[src/rtl/rand_range.sv]
// Bounded random number request engine: masks draws from an upstream 8-bit
// generator down to [0..N] by rejection sampling, with a halved fallback after MAX_TRIES.
module rand_range #(
  parameter int MAX_TRIES = 8
) (
  input  logic       clk,
  input  logic       reset,
  input  logic       req,
  input  logic [7:0] range_max,
  input  logic [7:0] rng_data,
  output logic       rng_en,
  output logic       busy,
  output logic       valid,
  input  logic       ready,
  output logic [7:0] result,
  output logic       fallback
);

  // state   | meaning
  // IDLE    | waiting for req; latches N and mask on acceptance
  // ADVANCE | steps the generator for exactly one cycle
  // CHECK   | masks the fresh draw, accepts, retries or falls back
  // DONE    | result presented until valid && ready
  typedef enum logic [1:0] {
    S_IDLE    = 2'd0,
    S_ADVANCE = 2'd1,
    S_CHECK   = 2'd2,
    S_DONE    = 2'd3
  } state_t;

  localparam logic [3:0] LAST_TRY = 4'(MAX_TRIES - 1);

  state_t     state_q, state_d;
  logic [7:0] n_q, n_d;
  logic [7:0] mask_q, mask_d;
  logic [3:0] try_q, try_d;
  logic [7:0] result_q, result_d;
  logic       fallback_q, fallback_d;
  logic [7:0] sample;
  logic [7:0] smear;

  always_ff @(posedge clk or negedge reset) begin
    if (!reset) begin
      state_q    <= S_IDLE;
      n_q        <= 8'h00;
      mask_q     <= 8'h00;
      try_q      <= 4'd0;
      result_q   <= 8'h00;
      fallback_q <= 1'b0;
    end else begin
      state_q    <= state_d;
      n_q        <= n_d;
      mask_q     <= mask_d;
      try_q      <= try_d;
      result_q   <= result_d;
      fallback_q <= fallback_d;
    end
  end

  always_comb begin
    state_d    = state_q;
    n_d        = n_q;
    mask_d     = mask_q;
    try_d      = try_q;
    result_d   = result_q;
    fallback_d = fallback_q;
    sample     = rng_data & mask_q;
    // Smearing the top set bit downward yields the smallest 2^k-1 >= N.
    smear      = range_max | (range_max >> 1);
    smear      = smear | (smear >> 2);
    smear      = smear | (smear >> 4);

    case (state_q)
      S_IDLE: begin
        if (req) begin
          n_d     = range_max;
          mask_d  = smear;
          try_d   = 4'd0;
          state_d = S_ADVANCE;
        end
      end
      S_ADVANCE: state_d = S_CHECK;
      S_CHECK: begin
        if (sample <= n_q) begin
          result_d   = sample;
          fallback_d = 1'b0;
          state_d    = S_DONE;
        end else if (try_q < LAST_TRY) begin
          try_d   = try_q + 4'd1;
          state_d = S_ADVANCE;
        end else begin
          // A rejected sample is at most mask <= 2N-1, so halving lands below N.
          result_d   = sample >> 1;
          fallback_d = 1'b1;
          state_d    = S_DONE;
        end
      end
      S_DONE: begin
        if (ready) state_d = S_IDLE;
      end
      default: state_d = S_IDLE;
    endcase
  end

  assign rng_en   = (state_q == S_ADVANCE);
  assign busy     = (state_q != S_IDLE);
  assign valid    = (state_q == S_DONE);
  assign result   = result_q;
  assign fallback = fallback_q;

endmodule

[config.mk]
export PLATFORM = sky130hd
export DESIGN_NAME = rand_range
export DESIGN_NICKNAME = d
export VERILOG_FILES = /design/src/rtl/rand_range.sv
export SDC_FILE = /design/constraint.sdc
export NUM_CORES = 1
export LEC_CHECK = 0
export ABC_AREA = 0
export CELL_PAD_IN_SITES_DETAIL_PLACEMENT = 1
export CELL_PAD_IN_SITES_GLOBAL_PLACEMENT = 1
export CORE_UTILIZATION = 34
export CTS_CLUSTER_SIZE = 24
export DETAILED_ROUTE_END_ITERATION = 10
export PLACE_DENSITY = 0.78
export SYNTH_ARGS = -nofsm -noshare
export SYNTH_HDL_FRONTEND = slang
export SYNTH_SLANG_ARGS = --single-unit
[constraint.sdc]
create_clock -name clk -period 2.2 [get_ports clk]
set_input_delay 0.44 -clock clk [delete_from_list [all_inputs] [get_ports clk]]
set_output_delay 0.44 -clock clk [all_outputs]
set_load 0.05 [all_outputs]
## Word level (Yosys, flattened, before mapping)

Cells that the tools add are included.

- $add $sub $neg: 1
- $lt $le $gt $ge: 2
- Eq/ne operators: 8
- Muxes and demuxes: 13
- Bitwise operators: 4
- Reduce and logical (&&, ||, !) cells: 7

Operators by type and width:

| operator | number |
|---|---|
| $mux 8 | 2 |
| $mux 4 | 3 |
| $and 8x8->8 | 1 |
| $le 8x8->1 | 1 |
| $mux 2 | 4 |
| $ne 2x2->1 const B | 4 |
| $or 8x4->8 | 1 |
| $or 8x6->8 | 1 |
| $or 8x7->8 | 1 |
| $pmux 2 s4 | 1 |
| $pmux 4 s2 | 1 |
| $reduce_and 2->1 | 3 |
| $add 4x1->4 const B | 1 |
| $eq 2x2->1 const B | 2 |
| $lt 4x3->1 const B | 1 |
| $reduce_and 4->1 | 1 |
| $reduce_bool 2->1 | 2 |
| $eq 2x1->1 const B | 1 |
| $logic_not 2->1 | 1 |
| $mux 1 | 2 |
| $ne 2x1->1 const B | 1 |

- Flip-flop bits (word level): 31
- Input bits: 20
- Output and inout port bits: 12

## Logic depth before layout (Yosys ltp)

Gate-level depths: netlist of run 1.

- Word-level depth: 4
- Depth in mapped cells: 9
- Depth with buffers taken out: 8

## Least setup slack after synthesis of run 1

Ideal clock, no wire load.

- Path type: input port to flip-flop
- Start: input rng_data[5]
- End: register try_q[0]
- Arrival time: 2.070 ns
- Setup slack: 0.005 ns
- Stages on the path: 9
- Path buffers: 1
- Cells stage by stage: nand2_1 -> inv_1 -> ha_1 -> a211oi_1 -> nor3_2 -> and3b_1 -> or4_1 -> buf_2 -> mux2i_1

- Longest elaborated chain between the ends: 4

RTL lines:

| element | line | RTL |
|---|---|---|
| start, declared | 10 | `input logic [7:0] rng_data,` |
| $and 8x8->8 | 67 | `sample = rng_data & mask_q;` |
| $le 8x8->1 | 84 | `if (sample <= n_q) begin` |
| $ne 2x2->1 (no line) | -- |  |
| $reduce_and 4->1 (no line) | -- |  |
| end signal, assigned | 54 | `try_q <= try_d;` |
| end, declared | 36 | `logic [3:0] try_q, try_d;` |

Every way passes these cells.
A chain may end at the register's enable or synchronous reset.

## Worst setup path after layout of run 1

- Start: register mask_q[6]
- End: register result_q[4] (netlist: result[4])

- Longest elaborated chain between the ends: 4
- Elaborated cells between the ends (all ways): 5
- Those cells by class: order compare (1); eq/ne (1); mux (1); bitwise (1); reduce/logical (1)

RTL lines:

| element | line | RTL |
|---|---|---|
| start, declared | 35 | `logic [7:0] mask_q, mask_d;` |
| start signal, assigned | 53 | `mask_q <= mask_d;` |
| $and 8x8->8 * | 67 |  |
| $le 8x8->1 * | 84 |  |
| $ne 2x2->1 (no line) | -- |  |
| $reduce_and 2->1 (no line) | -- |  |
| end signal, assigned | 55 | `result_q <= result_d;` |
| end, declared | 37 | `logic [7:0] result_q, result_d;` |

Mark *: on every way between the ends. The rest lies on a longest branch, timed or not.

==> results of run 1 <==
-- routing by layer --
metal | vias to the layer above | routed length, um | share of wire
met4 | 0 | 167 | 0.033
met5 | - | 0 | 0
met2 | 50 | 2650 | 0.52
li1 | 667 | - | -
met1 | 750 | 2020 | 0.40
met3 | 12 | 218 | 0.043
-- where the power goes --
group	total [mW]	internal (mW)	leakage [nW]	switching [mW]
Combinational	2.15	0.958	0.712	1.19
Clock	0.437	0.241	0.0431	0.196
Sequential	0.979	0.800	0.360	0.179
-- cell families after synthesis --
| kind of cell | count (synthesis) | synth area share |
|---|---|---|
| AO/OA/AOI/OAI | 30 | 0.132 |
| adder cells (fa/ha/maj) | 8 | 0.0666 |
| buffers and inverters | 27 | 0.0683 |
| flip-flops | 30 | 0.500 |
| multiplexers | 4 | 0.0266 |
| AND/OR/NAND/NOR | 66 | 0.206 |
-- flip-flops by register name, indices dropped and copies added (netlist names) --
signal and cells:
fallback 1, mask_q 7, n_q 8, state_q 2, try_q 4, result 8
-- layout make-up --
type / count / area (um^2)
multi-input cells: 108 / 773
inverters: 21 / 78.8
flip-flops and latches: 30 / 751
clock buffers: 6 / 82.6
fillers: 458 / 1840
repair buffers: 58 / 532
well taps: 50 / 62.6
-- final timing paths --
path	from	end
hold / removal	mask_q[3]	mask_q[3]
setup / recovery	mask_q[6]	result[4]
min in group asynchronous	reset	try_q[3]
max in group asynchronous	reset	n_q[6]
setup reg to reg	mask_q[6]	result[4]
hold reg to reg	mask_q[3]	mask_q[3]
-- layout by cell type (no fill, tap or decap), drive strengths merged, types with 4 or more instances in the layout --
master / Yosys / final
inv: 21 / 21
ha: 8 / 8
o21ai: 15 / 15
nand2: 37 / 37
clkdlybuf4s50: 0 / 24
nor3: 4 / 4
dfrtp: 30 / 30
buf: 1 / 27
nor2: 7 / 7
clkbuf: 5 / 6
a222oi: 7 / 7
dlygate4sd2: 0 / 4
mux2i: 4 / 4
nor2b: 4 / 4
-- per-stage QoR --
step | worst slack (ns) | area (um^2)
floorplan | 0.00538 | 1500
global placement | -0.510 | 1930
detailed placement | -0.683 | 1930
CTS | 0.0240 | 2180
global route | -0.113 | 2280
finish | -0.0578 | 2280
-- worst max-delay path, stage by stage (launching register included) --
cell and delay, ns:
dfrtp_1 0.41, nand2_2 0.10, inv_2 0.05, ha_4 0.27, nor2_1 0.06, nor3_2 0.22, and3b_2 0.27, o21a_1 0.21
buf_6 0.14, a222oi_1 0.40
-- repair_timing --
action | in CTS | in global routing
pin swaps | 13 | 11
gates resized for setup | 21 | 11
buffers inserted | 12 | 5
endpoints found under the setup margin | 13 | 15
==> flow_summary.yaml, run 1 <==
placed_design:
  dp_hpwl_mm: 2.99
  io_buffers: 31
  placed_cells: 250
  gp_congestion: 0.788
critical_path:
  path_max_fanout: 9
  critPathKind: "reg2reg"
  rr_worst_depth: 9
  critPathRequiredTime_ns: 2.35
  end_kind: "flip-flop"
  regToRegSetupSlack_ns: -0.06
  setup.worst_path.start_class: "flip-flop"
  crit_arrival_ns: 2.41
yosys:
  synth-async-reset-ratio: 1.00
  synthesis.area_um2: 1500
  synth_cells: 165
  syn_area_per_cell_um2: 9.11
  ys_top_cells_by_area: "dfrtp_1 (50%), nand2_1 (9.2%), ha_1 (6.7%), inv_1 (5.2%), a222oi_1 (4.7%)"
  ys_top_cells_by_count: "nand2_1 (37), dfrtp_1 (30), inv_1 (21)"
  ys_ff_latch: 30
  synth_nets: 193
  synth_edf_count: 0
  synth.most_common_cell: "nand2_1"
  ys_warn_count: 0
  synth_top_area_frac: 0.500
  yosys.area.top_type: "dfrtp_1"
  synth_cell_type_count: 30
  yosysSeqAreaShare: 0.500
  synth_flop_cell: "dfrtp_1"
job:
  maxCapViolCount: 0
global_route:
  grtUsageMet3: 0.0667
  grt_use_met2: 0.418
  busiest_layer: "met2"
  grtUsageTotal: 0.234
  grt_first_pass_wirelength_mm: 7.64
  met1_usage: 0.239
  overflow: 0
  antenna_found_initial: 0
  grt_pass1_vias: 1593
  grt_max_degree: 31
run_status:
  status: "finished, violations left"
  violations: "negative setup slack"
cells_and_area:
  num_antenna_cells: 0
  nets: 252
  syn2layout_area_growth_pct: 51.7
  drive_gt1_frac: 0.256
  final-instance-count-excl-fill: 273
  final_util: 0.554
timing:
  finalCriticalPeriod_ns: 2.26
  worst_slack_ns: -0.0578
  fin_skew_ns: 0.00367
  tightestPinTransition_ns: 0.504
  slew_violations: 0
  rsz0062_at_grt: "true"
  fin_crit_sh: 1.03
  final_hold_viol_count: 0
  hold_ws_ns: 0.482
  setup_tns_ns: -0.127
  setup_violations: 4
  max_freq_mhz: 443
  slew-limit-headroom: 0.663
floorplan:
  io_pins: 32
  coreArea_um2: 4120
  fp.dieW_um: 68.5
  die_y_um: 68.5
  dieArea_um2: 4690
  initial_core_util: 0.365
  num_rows: 23
worst_hold_path:
  whs_path_depth: 2
  hp-class: "reg2reg"
drt:
  drc: 0
  via_per_inst: 5.42
  wirelength_mm: 5.06
  vias: 1479
  ant_nets: 0
  drtIter0Drc: 106
  firstDrtPassIters: 6
  wl_per_cell_um: 18.5
clocking:
  numCtsBuffers: 5
  cts-root-buf: "clkbuf_8"
  clkTransAtPathRegs_ns: 0.06
  postCtsHoldBufs: 0
  insertion_delay_ns: 0.28
  cts_tree: "built"
  cts_sinks: 30
  clk_path_buf_depth: 2
  htreeDepth: 2
power_and_ir_drop:
  irDropWorstVdd_uv: 500
  power.total_mw: 3.56
  p_per_area_nw_per_um2: 1560
  p_leak_nw: 1.11
No activity file was read; power rests on OpenSTA's default activity.
==> inputs of run 2 (changes only) <==
Settings changed: CORE_MARGIN set to 3.
==> flow_summary.yaml, run 2 (synthesis gave the netlist of run 1 again) <==
cells_and_area:
  drive_gt1_frac: 0.317
  most-common-layout-cells: "buf_4 (39), nand2_1 (32), dfrtp_1 (30)"
  syn2layout_area_growth_pct: 60.7
  final_util: 0.583
  multiInputGateArea_um2: 792
  nets: 267
  num_antenna_cells: 0
  regArea_um2: 751
  fillCellCount: 467
  final_common_cell: "buf_4"
critical_path:
  critPathKind: "in2reg"
  end_kind: "flip-flop"
  r2r-end: "try_q[1]"
  rr_worst_depth: 8
  critPathRequiredTime_ns: 2.39
  cp-endpoint: "try_q[1]"
  cp-startpoint: "rng_data[0]"
  regToRegStartpoint: "mask_q[5]"
  crit_arrival_ns: 2.52
  setup.worst_path.start_class: "input port"
  regToRegSetupSlack_ns: -0.11
  path_max_fanout: 4
job:
  maxCapViolCount: 0
drt:
  wl_per_cell_um: 21.3
  vias: 1552
  wirelength_mm: 6.19
  firstDrtPassIters: 4
  drc: 0
  ant_nets: 0
  via_per_inst: 5.35
  drtIter0Drc: 112
timing:
  max_freq_mhz: 430
  slew-limit-headroom: 0.575
  tightestPinTransition_ns: 0.636
  slew_violations: 0
  fin_crit_sh: 1.06
  final_hold_viol_count: 0
  rsz0062_at_grt: "true"
  finalCriticalPeriod_ns: 2.33
  hold_ws_ns: 0.508
  fin_skew_ns: 0.00462
  setup_violations: 5
  worst_slack_ns: -0.126
global_route:
  grt_max_degree: 31
  overflow: 0
  grt_first_pass_wirelength_mm: 8.91
  antenna_found_initial: 0
  grt_pass1_vias: 1696
  grtUsageTotal: 0.228
worst_hold_path:
  hp-class: "reg2reg"
power_and_ir_drop:
  irDropWorstVdd_uv: 577
  p_leak_nw: 1.19
  p_per_area_nw_per_um2: 1580
clocking:
  numCtsBuffers: 5
  cts_sinks: 30
  cts-root-buf: "clkbuf_8"
  insertion_delay_ns: 0.29
  cts_tree: "built"
  htreeDepth: 2
  clk_path_buf_depth: 2
  clkTransAtPathRegs_ns: 0.06
floorplan:
  die_y_um: 72.5
  dieArea_um2: 5250
  initial_core_util: 0.363
  fp.dieW_um: 72.5
  num_rows: 23
  io_pins: 32
  coreArea_um2: 4140
run_status:
  status: "finished, violations left"
  violations: "negative setup slack"
placed_design:
  io_buffers: 31
  dp_hpwl_mm: 2.91
  gp_congestion: 0.750
==> run 2: worst min path at each step <==
stage                         start        end  slack, ns  cells past startpoint
after floorplan               reset   fallback       0.14                      0
after global placement    mask_q[3]  mask_q[3]       0.46                      2
after detailed placement  mask_q[1]  mask_q[1]       0.47                      2
after CTS                 mask_q[3]  mask_q[3]       0.50                      2
after global routing      mask_q[4]  mask_q[4]       0.54                      2
final                     mask_q[4]  mask_q[4]       0.51                      2
==> run 2: critical path, stage by stage <==
cell and delay, ns:
clkdlybuf4s50_1 0.46, nand2_1 0.10, ha_1 0.22, nor2b_2 0.11, o211ai_1 0.10, and3b_2 0.26, or4_4 0.60, mux2i_1 0.24
==> run 2: layer usage <==
metal,global-route usage,part of all wire,vias up
met5,0,0,-
li1,-,-,700
met2,0.395,0.52,55
met4,0.0984,0.044,0
met3,0.0623,0.041,23
met1,0.263,0.40,774
==> run 2: final cells by class <==
class | instances | share of cell area
sequential | 30 | 0.311
clock buffer | 7 | 0.0358
timing repair buffer | 73 | 0.265
tap | 50 | 0.0259
inverter | 21 | 0.0326
multi-input combinational | 108 | 0.328
clock inverter | 1 | 0.00207
==> run 2: through the flow <==
step | worst slack (ns) | total power [mW] | std cells | cell area (um^2) | TNS, ns
floorplan | 0.00538 | 1.94 | 165 | 1500 | 0
global placement | -0.499 | 2.37 | 250 | 1930 | -5.70
detailed placement | -0.613 | 2.45 | 250 | 1930 | -6.82
CTS | 0.000771 | 3.28 | 285 | 2290 | 0
global route | -0.240 | 4.00 | 290 | 2410 | -1.17
finish | -0.126 | 3.81 | 290 | 2410 | -0.258
==> run 2: power breakdown <==
part | total (mW) | switching [mW] | internal, mW
logic | 2.36 | 1.32 | 1.05
registers | 0.974 | 0.175 | 0.799
clock network | 0.473 | 0.220 | 0.252
==> run 2: timing repair <==
action | 4_1_cts | 5_1_grt
setup buffers | 28 | 6
hold buffers | 0 | 0
setup endpoints to repair | 13 | 14
gates resized for setup | 21 | 19
pin swaps | 10 | 15
